File: src/rtl/csi2tx_nco_clk_gen_if.sv
// Control and clock-output bundle for csi2tx_nco_clk_gen.
// The master drives channel enables and increment configuration. The slave is the generator.
interface csi2tx_nco_clk_gen_if #(
  parameter int NCH   = 2,
  parameter int ACC_W = 16
);
  logic [NCH-1:0]       ch_en;
  logic [NCH-1:0]       cfg_vld;
  logic [NCH*ACC_W-1:0] cfg_inc;
  logic [NCH-1:0]       cfg_pend;
  logic [NCH-1:0]       clk_i_o;
  logic [NCH-1:0]       clk_q_o;
  logic [NCH-1:0]       tick_o;
  logic [NCH-1:0]       clk_generated;

  modport master (
    output ch_en, cfg_vld, cfg_inc,
    input  cfg_pend, clk_i_o, clk_q_o, tick_o, clk_generated
  );

  modport slave (
    input  ch_en, cfg_vld, cfg_inc,
    output cfg_pend, clk_i_o, clk_q_o, tick_o, clk_generated
  );
endinterface

File: src/rtl/csi2tx_nco_clk_gen.sv
// N-channel NCO clock generator: each channel has a phase accumulator that produces I/Q clocks, a tick and a lock flag.
// Defining CLKGEN_QUAD_EN builds the quadrature output. Without it, clk_q_o is tied low.
module csi2tx_nco_clk_gen #(
  parameter int NCH      = 2,
  parameter int ACC_W    = 16,
  parameter int LOCK_CNT = 4
) (
  input  logic                hclk,
  input  logic                hrst,
  csi2tx_nco_clk_gen_if.slave bus
);
  typedef enum logic [1:0] {
    ST_IDLE     = 2'd0,
    ST_RUN      = 2'd1,
    ST_STOPPING = 2'd2
  } state_e;

  localparam int               CNT_W   = $clog2(LOCK_CNT + 1);
  localparam logic [CNT_W-1:0] LOCK_V  = CNT_W'(LOCK_CNT);
  localparam logic [ACC_W-1:0] INC_MAX = {2'b01, {(ACC_W-2){1'b0}}};

  logic [NCH-1:0] pend_v;
  logic [NCH-1:0] clk_i_v;
  logic [NCH-1:0] clk_q_v;
  logic [NCH-1:0] tick_v;
  logic [NCH-1:0] gen_v;

  for (genvar k = 0; k < NCH; k++) begin : g_ch
    state_e           state_q, state_d;
    logic [ACC_W-1:0] acc_q, acc_d;
    logic [ACC_W-1:0] inc_q, inc_d;
    logic [ACC_W-1:0] pinc_q, pinc_d;
    logic             pend_q, pend_d;
    logic [CNT_W-1:0] cnt_q, cnt_d;
    logic             clk_i_q, clk_i_d;
    logic             tick_q, tick_d;
    logic             gen_q, gen_d;
    logic             lock_clr;
    logic [ACC_W:0]   sum;
    logic             carry;
    logic             en;
    logic             vld;
    logic [ACC_W-1:0] cfg_raw;
    logic [ACC_W-1:0] cfg_clamped;

    assign en      = bus.ch_en[k];
    assign vld     = bus.cfg_vld[k];
    assign cfg_raw = bus.cfg_inc[k*ACC_W +: ACC_W];
    // Capping at a quarter turn keeps f_out <= f_hclk/4, so every quadrant of clk_i/clk_q shows up.
    assign cfg_clamped = (cfg_raw > INC_MAX) ? INC_MAX : cfg_raw;
    assign sum         = {1'b0, acc_q} + {1'b0, inc_q};
    assign carry       = sum[ACC_W];

    // NOTE: every signal assigned in this block gets a default first, so no path can infer a latch.
    always_comb begin
      state_d  = state_q;
      acc_d    = acc_q;
      inc_d    = inc_q;
      pinc_d   = pinc_q;
      pend_d   = pend_q;
      clk_i_d  = 1'b0;
      tick_d   = 1'b0;
      cnt_d    = cnt_q;
      gen_d    = 1'b0;
      lock_clr = 1'b0;

      unique case (state_q)
        ST_IDLE: begin
          acc_d = '0;
          if (pend_q) begin
            inc_d  = pinc_q;
            pend_d = 1'b0;
          end
          if (en && inc_d != '0) begin
            state_d = ST_RUN;
            acc_d   = inc_d;
          end
        end
        ST_RUN, ST_STOPPING: begin
          acc_d = sum[ACC_W-1:0];
          // A pending increment waits for the wrap, so the period in progress keeps its old length.
          if (carry && pend_q) begin
            inc_d  = pinc_q;
            pend_d = 1'b0;
          end
          if (en) begin
            state_d = ST_RUN;
          end else if (carry) begin
            state_d = ST_IDLE;
            acc_d   = '0;
          end else begin
            state_d = ST_STOPPING;
          end
          if (carry && inc_d == '0) begin
            state_d = ST_IDLE;
            acc_d   = '0;
          end
        end
        default: begin
          state_d = ST_IDLE;
          acc_d   = '0;
        end
      endcase

      // A capture in the same cycle as a wrap lands after the apply above, so it waits for the next wrap.
      if (vld) begin
        pinc_d = cfg_clamped;
        pend_d = 1'b1;
      end

      clk_i_d  = acc_d[ACC_W-1] ^ acc_d[ACC_W-2];
      tick_d   = clk_i_d & ~clk_i_q;
      lock_clr = vld | (state_q != ST_RUN) | (state_d != ST_RUN);
      if (lock_clr) begin
        cnt_d = '0;
      end else if (tick_q && cnt_q != LOCK_V) begin
        cnt_d = cnt_q + 1'b1;
      end
      gen_d = ~lock_clr & (cnt_d == LOCK_V);
    end

    // NOTE: state registers use non-blocking assignments, so every flop samples pre-edge values.
    always_ff @(posedge hclk) begin
      if (hrst) begin
        state_q <= ST_IDLE;
        acc_q   <= '0;
        inc_q   <= '0;
        pinc_q  <= '0;
        pend_q  <= 1'b0;
        cnt_q   <= '0;
        clk_i_q <= 1'b0;
        tick_q  <= 1'b0;
        gen_q   <= 1'b0;
      end else begin
        state_q <= state_d;
        acc_q   <= acc_d;
        inc_q   <= inc_d;
        pinc_q  <= pinc_d;
        pend_q  <= pend_d;
        cnt_q   <= cnt_d;
        clk_i_q <= clk_i_d;
        tick_q  <= tick_d;
        gen_q   <= gen_d;
      end
    end

`ifdef CLKGEN_QUAD_EN
    logic clk_q_q;
    always_ff @(posedge hclk) begin
      if (hrst) begin
        clk_q_q <= 1'b0;
      end else begin
        clk_q_q <= acc_d[ACC_W-1];
      end
    end
    assign clk_q_v[k] = clk_q_q;
`else
    assign clk_q_v[k] = 1'b0;
`endif

    assign pend_v[k]  = pend_q;
    assign clk_i_v[k] = clk_i_q;
    assign tick_v[k]  = tick_q;
    assign gen_v[k]   = gen_q;
  end

  assign bus.cfg_pend      = pend_v;
  assign bus.clk_i_o       = clk_i_v;
  assign bus.clk_q_o       = clk_q_v;
  assign bus.tick_o        = tick_v;
  assign bus.clk_generated = gen_v;
endmodule

File: src/flat_wrapper.sv
// flat-port wrapper written by rule: the top's interface ports become plain ports
module csi2tx_nco_clk_gen_flat 
#(
  parameter int NCH      = 2,
  parameter int ACC_W    = 16,
  parameter int LOCK_CNT = 4
)
  (hclk, hrst, bus_ch_en, bus_cfg_vld, bus_cfg_inc, bus_cfg_pend, bus_clk_i_o, bus_clk_q_o, bus_tick_o, bus_clk_generated);
  csi2tx_nco_clk_gen_if #(.NCH(NCH), .ACC_W(ACC_W)) bus_i ();
  input  logic hclk;
  input  logic hrst;
  input wire logic [$bits(bus_i.ch_en)-1:0] bus_ch_en;
  input wire logic [$bits(bus_i.cfg_vld)-1:0] bus_cfg_vld;
  input wire logic [$bits(bus_i.cfg_inc)-1:0] bus_cfg_inc;
  output wire logic [$bits(bus_i.cfg_pend)-1:0] bus_cfg_pend;
  output wire logic [$bits(bus_i.clk_i_o)-1:0] bus_clk_i_o;
  output wire logic [$bits(bus_i.clk_q_o)-1:0] bus_clk_q_o;
  output wire logic [$bits(bus_i.tick_o)-1:0] bus_tick_o;
  output wire logic [$bits(bus_i.clk_generated)-1:0] bus_clk_generated;
  assign bus_i.ch_en = bus_ch_en;
  assign bus_i.cfg_vld = bus_cfg_vld;
  assign bus_i.cfg_inc = bus_cfg_inc;
  assign bus_cfg_pend = bus_i.cfg_pend;
  assign bus_clk_i_o = bus_i.clk_i_o;
  assign bus_clk_q_o = bus_i.clk_q_o;
  assign bus_tick_o = bus_i.tick_o;
  assign bus_clk_generated = bus_i.clk_generated;
  csi2tx_nco_clk_gen #(.NCH(NCH), .ACC_W(ACC_W), .LOCK_CNT(LOCK_CNT)) u_core (.hclk(hclk), .hrst(hrst), .bus(bus_i));
endmodule
File: config.mk
export PLATFORM = sky130hd
export DESIGN_NAME = csi2tx_nco_clk_gen_flat
export DESIGN_NICKNAME = d
export VERILOG_FILES = /design/src/rtl/csi2tx_nco_clk_gen_if.sv /design/src/rtl/csi2tx_nco_clk_gen.sv /design/src/flat_wrapper.sv
export SDC_FILE = /design/constraint.sdc
export NUM_CORES = 1
export LEC_CHECK = 0
export CORE_MARGIN = 10
export CORE_UTILIZATION = 37
export CTS_CLUSTER_DIAMETER = 40
export DETAILED_ROUTE_END_ITERATION = 12
export PLACE_DENSITY = 0.62
export SLEW_MARGIN = 20
export SYNTH_ARGS = -nofsm -noshare
export SYNTH_HDL_FRONTEND = slang
export SYNTH_SLANG_ARGS = --single-unit
File: constraint.sdc
create_clock -name hclk -period 6.4 [get_ports hclk]
set_input_delay 1.28 -clock hclk [delete_from_list [all_inputs] [get_ports hclk]]
set_output_delay 1.28 -clock hclk [all_outputs]
set_load 0.01 [all_outputs]
* Yosys cells after proc, flatten, opt, wreduce, memory -nomap -nowiden
Index checks and enable logic that the tools add are counted.
** Operators by class
- Add/subtract/negate cells :: 4
- Eq/ne operators :: 14
- Reductions and logical operators :: 22
- Mux-type cells :: 42
- $lt $le $gt $ge :: 2
- Bitwise logic cells :: 14
** Operators by type and width (count)
- 16-bit two-way mux :: 18
- 16-bit one-hot mux with 2 select lines :: 4
- 16-bit by 16-bit adder with 17-bit output :: 2
- 16-bit by 15-bit greater-than comparator with 1-bit output, second input constant :: 2
- 16-bit zero test :: 2
- 16-bit nonzero test :: 2
- 2-bit two-way mux :: 8
- 3-bit two-way mux :: 4
- 1-bit logical AND :: 8
- 2-bit by 1-bit != test with 1-bit output, second input constant :: 4
- 2-bit one-hot mux with 2 select lines :: 2
- 3-bit by 1-bit adder with 3-bit output, second input constant :: 2
- 3-bit == test, second input constant :: 2
- 3-bit by 2-bit != test with 1-bit output, second input constant :: 2
- 3-bit != test, second input constant :: 2
- 3-bit nonzero test :: 2
- 1-bit bitwise AND :: 4
- 2-bit by 1-bit == test with 1-bit output, second input constant :: 2
- 2-bit == test, second input constant :: 2
- 2-bit zero test :: 2
- 1-bit two-way mux :: 4
- 1-bit inverter :: 4
- 1-bit bitwise OR :: 4
- 1-bit one-hot mux with 2 select lines :: 2
- 4 further kinds :: 8
** Word-level totals
- Output and inout port bits :: 10
- Flip-flop bits (word level) :: 114
- Input bits :: 38

* Logic depth before layout (Yosys ltp)
- Word-level depth :: 13
- Mapped depth :: 12

* Worst setup path after synthesis
OpenSTA, ideal clock, no wires.
- Kind :: reg-to-reg
- Start :: reg u_core.g_ch[1].inc_q[0]
- End :: reg u_core.g_ch[1].inc_q[11]
- Slack :: 3.686 ns
- Arrival :: 2.587 ns
- Cell stages (with the launch flop) :: 13
- Library setup time :: 0.128 ns
- Cells stage by stage :: dfxtp_1 > ha_1 > inv_1 > fa_1 > nand2b_1 > a21oi_2 > o22ai_2 > o21a_4 > a21boi_1 > nor2b_1 > buf_4 > mux2i_1 > nor2_1
** On the way
- Longest elaborated chain between the ends :: 5
** RTL lines
- from (decl) :: RTL line csi2tx_nco_clk_gen.sv:31 : logic [ACC_W-1:0] inc_q, inc_d;
- from (signal assigned) :: RTL line csi2tx_nco_clk_gen.sv:137 : inc_q <= inc_d;
- 16-bit by 16-bit adder with 17-bit output :: RTL line csi2tx_nco_clk_gen.sv:51 : assign sum = {1'b0, acc_q} + {1'b0, inc_q};
- 1-bit logical AND :: RTL line csi2tx_nco_clk_gen.sv:82 : if (carry && pend_q) begin
- 16-bit two-way mux :: RTL line csi2tx_nco_clk_gen.sv:82
- 16-bit two-way mux :: RTL line csi2tx_nco_clk_gen.sv:67 : unique case (state_q)
- 16-bit one-hot mux with 2 select lines :: RTL line csi2tx_nco_clk_gen.sv:67
No other way between the ends. The select of a mux whose other input is x is not followed.
A chain may end at the register's enable or synchronous reset.

* Worst setup path in the final report
- Start :: reg u_core.g_ch[1].inc_q[0]
- End :: reg u_core.g_ch[1].inc_q[15]
Same word-level chain as after synthesis.

==> impl_metrics.yaml <==
run_status:
  status: "finished, final reports clean"
synthesis:
  synthXorXnorAreaFrac: 0.03560
  synth_cells: 836
  yosys_warnings: 0
  synth_compound_area_frac: 0.2076
  syn_area_um2: 6888
  synth_edf_count: 0
  yosysSeqAreaShare: 0.3313
  synth_top_family_by_area: "simple AND/OR/NAND/NOR gates"
  ys_ff_latch: 114
  synthAdderAreaFrac: 0.08211
  yosys.cell_types.count: 77
  synth_ff_type: "dfxtp_1"
  muxShareOfSynthArea: 0.08029
  async_reset_ff_frac: 0
  yosys.area_share.simple: 0.2107
  postSynthAreaPerCell_um2: 8.239
layout:
  layout_common_cells: "134 x nor2_1, 114 x dfxtp_1, 78 x a21oi_1"
  final_common_cell: "nor2_1"
  layout-drive-gt1-share: 0.08696
  syn2layout_area_growth_pct: 17.57
  fill_cells: 1771
  fin_area_um2: 8098
  finalCoreUtilization: 0.4462
  final_net_count: 945
  n_antenna_cell: 0
timing:
  grt_setup_unrepaired: "no"
  report.final.slew_viol_count: 0
  whs_ps: 460.1
  min_period_ps: 3362
  skew_ps: 6.426
  hold_viol_final: 0
  setup_violations: 0
  slew_headroom: 0.2873
  finalSetupTns_ps: 0
  min_period_over_period: 0.5253
  worst_pin_slew_ps: 1069
  max_freq_mhz: 297.4
setup_path:
  crit_path_start_kind: "flip-flop"
  cp_data_required_time_ps: 6670
  critPathLaunch: "u_core.g_ch[1].inc_q[0]$_SDFFE_PP0P_"
  arrival_ps: 3640
  r2r_slack_ps: 3040
  worstPathMaxFanout: 10
  critical-path-top-delay-family: "simple AND/OR/NAND/NOR gates"
  worstReg2RegStart: "u_core.g_ch[1].inc_q[0]$_SDFFE_PP0P_"
  critPathSlowestCell: "nor2b_2"
  slowest_delay_ps: 650
  path_class: "flip-flop to flip-flop"
  path_cells: "ha_1 -> inv_1 -> fa_1 -> nand2b_1 -> a21oi_2 -> o22ai_2 -> o21a_4 -> a21boi_1 -> nor2b_2 -> mux2i_1 -> nor2_1"
  worstSetupPathDepth: 11
  end_kind: "flip-flop"
  rr_endpoint: "u_core.g_ch[1].inc_q[15]$_SDFFE_PP0P_"
  reg2reg_depth: 11
  endpoint: "u_core.g_ch[1].inc_q[15]$_SDFFE_PP0P_"
  crit_buf_inv: 1
clock_network:
  numCtsBuffers: 17
  cts.clk_slew.worst_paths_ps: 50
  cts_root_buf: "clkbuf_16"
  cts_setup_buffers: 0
  hold_buffers: 0
  clock_path_buffers: 2
  htree_levels: 4
  cts_tree: "yes"
  worstSkewPairLatency_ps: 420
  cts_resized: 0
  cts_sinks: 114
flow_run:
  maxCapViolations: 0
floorplan:
  core_area_um2: 18150
  rows: 49
  die_y_um: 156.4
  die_w_um: 156.4
  initial_core_util: 0.3796
  die-area_um2: 24470
  pin_count: 48
pwr:
  p_total_w: 0.002250
  powerDensity_nw_per_um2: 277.9
  ir_worst_vdd_mv: 0.1906
  power_leakage_nw: 3.103
global_routing:
  antenna_found_initial: 0
  grt_usage: 0.1539
  grt-ovfl-total: 0
  grt_pass1_wl_um: 30370
  grt_pass1_vias: 5726
  grt_max_degree: 61
drt:
  drc: 0
  vias_per_cell: 5.490
  ant_nets: 0
  post_drt_wl_per_cell_um: 16.54
  drt_iter0_drc: 422
  finalWirelength_um: 18240
  dr.pass1.iters: 5
  vias: 6055
placement:
  placed_area_um2: 7452
  gp_congestion: 0.8829
  io_buffers: 45
  dp_hpwl_um: 13040
worst_hold_path:
  min_path_type: "flip-flop to flip-flop"
==> area by class of cell <==
cell class | instances | area, um2 | area share
clock inverter | 8 | 148.9 | 0.01839
clock buffer | 22 | 494.2 | 0.06103
inverter | 36 | 135.1 | 0.01669
multi-input combinational | 643 | 4260 | 0.5261
tap | 229 | 286.5 | 0.03538
timing repair buffer | 51 | 490.5 | 0.06057
sequential | 114 | 2282 | 0.2818
==> worst min path at each step <==
stage                                       endpoint                               from  slack (ps)  cells after the start
floorplan           u_core.g_ch[1].tick_q$_SDFF_PP0_  u_core.g_ch[1].clk_i_q$_SDFF_PP0_         410                      1
global placement    u_core.g_ch[1].tick_q$_SDFF_PP0_  u_core.g_ch[1].clk_i_q$_SDFF_PP0_         450                      1
detailed placement  u_core.g_ch[1].tick_q$_SDFF_PP0_  u_core.g_ch[1].clk_i_q$_SDFF_PP0_         460                      1
CTS                 u_core.g_ch[1].tick_q$_SDFF_PP0_  u_core.g_ch[1].clk_i_q$_SDFF_PP0_         470                      1
global route        u_core.g_ch[1].tick_q$_SDFF_PP0_  u_core.g_ch[1].clk_i_q$_SDFF_PP0_         490                      1
finish              u_core.g_ch[1].tick_q$_SDFF_PP0_  u_core.g_ch[1].clk_i_q$_SDFF_PP0_         460                      1
==> flip-flops by register name, indices dropped and copies added, names as in the netlist <==
signal / cells
u_core.g_ch.acc_q: 32
u_core.g_ch.inc_q: 32
u_core.g_ch.pinc_q: 32
u_core.g_ch.cnt_q: 6
u_core.g_ch.state_q: 4
u_core.g_ch.clk_i_q: 2
u_core.g_ch.gen_q: 2
u_core.g_ch.pend_q: 2
u_core.g_ch.tick_q: 2
==> worst register-to-register path: stages (launching register included) <==
cell and delay [ps]:
dfxtp_1 390, ha_1 220, inv_1 70, fa_1 460
nand2b_1 200, a21oi_2 210, o22ai_2 140, o21a_4 270
a21boi_1 270, nor2b_2 650, mux2i_1 280, nor2_1 60
==> cell families after synthesis <==
group	after synthesis
buffers and inverters	80
multiplexers	54
AND/OR/NAND/NOR	293
other	1
adder cells (fa/ha/maj)	44
AO/OA/AOI/OAI	222
flip-flops	114
XOR/XNOR	28
==> metal layers <==
metal | GRT usage | up-vias | share of wire
met5 | 0 | - | 0
met4 | 0.05079 | 0 | 0.012
met3 | 0.03591 | 16 | 0.046
met2 | 0.2388 | 139 | 0.46
met1 | 0.2057 | 2852 | 0.48
li1 | - | 3048 | -
==> synthesized netlist by cell type, types with 3 or more instances <==
master | instances | area share
nand2b_1 | 14 | 0.013
a21oi_1 | 78 | 0.057
nor4_1 | 20 | 0.018
a22oi_1 | 10 | 0.011
buf_4 | 12 | 0.013
a31oi_1 | 16 | 0.015
o21bai_1 | 3 | 0.0033
nor2_1 | 134 | 0.073
buf_1 | 3 | 0.0016
nor3_1 | 17 | 0.012
nor2b_1 | 39 | 0.035
ha_1 | 42 | 0.076
buf_2 | 9 | 0.0065
or2_2 | 4 | 0.0036
xnor2_1 | 15 | 0.019
nand2_1 | 27 | 0.015
o21ai_0 | 37 | 0.027
a21o_1 | 7 | 0.0076
xor2_1 | 13 | 0.017
clkbuf_1 | 20 | 0.011
nor3b_1 | 3 | 0.0033
or3b_2 | 3 | 0.0038
nand3_1 | 9 | 0.0065
nand4_1 | 4 | 0.0036
mux2_2 | 9 | 0.015
and2_1 | 3 | 0.0027
mux2i_1 | 44 | 0.064
a211oi_1 | 4 | 0.0044
inv_1 | 36 | 0.020
o22ai_1 | 23 | 0.021
dfxtp_1 | 114 | 0.33
o211ai_1 | 4 | 0.0044
==> power by group <==
group	leakage, nW	switching (W)	internal (W)
clock	0.311	0.000335	0.000699
sequential	0.922	0.0000259	0.000736
combinational	1.87	0.000282	0.000172
total	3.10	0.000643	0.00161
==> stage by stage <==
step	std cells	setup WS [ps]
2_1_floorplan	837	3686
3_3_place_gp	1073	2862
3_5_place_dp	1073	2785
4_1_cts	1103	2736
5_1_grt	1103	2810
6_report	1103	3038
Note: power is estimated with default switching activity, not from simulation.
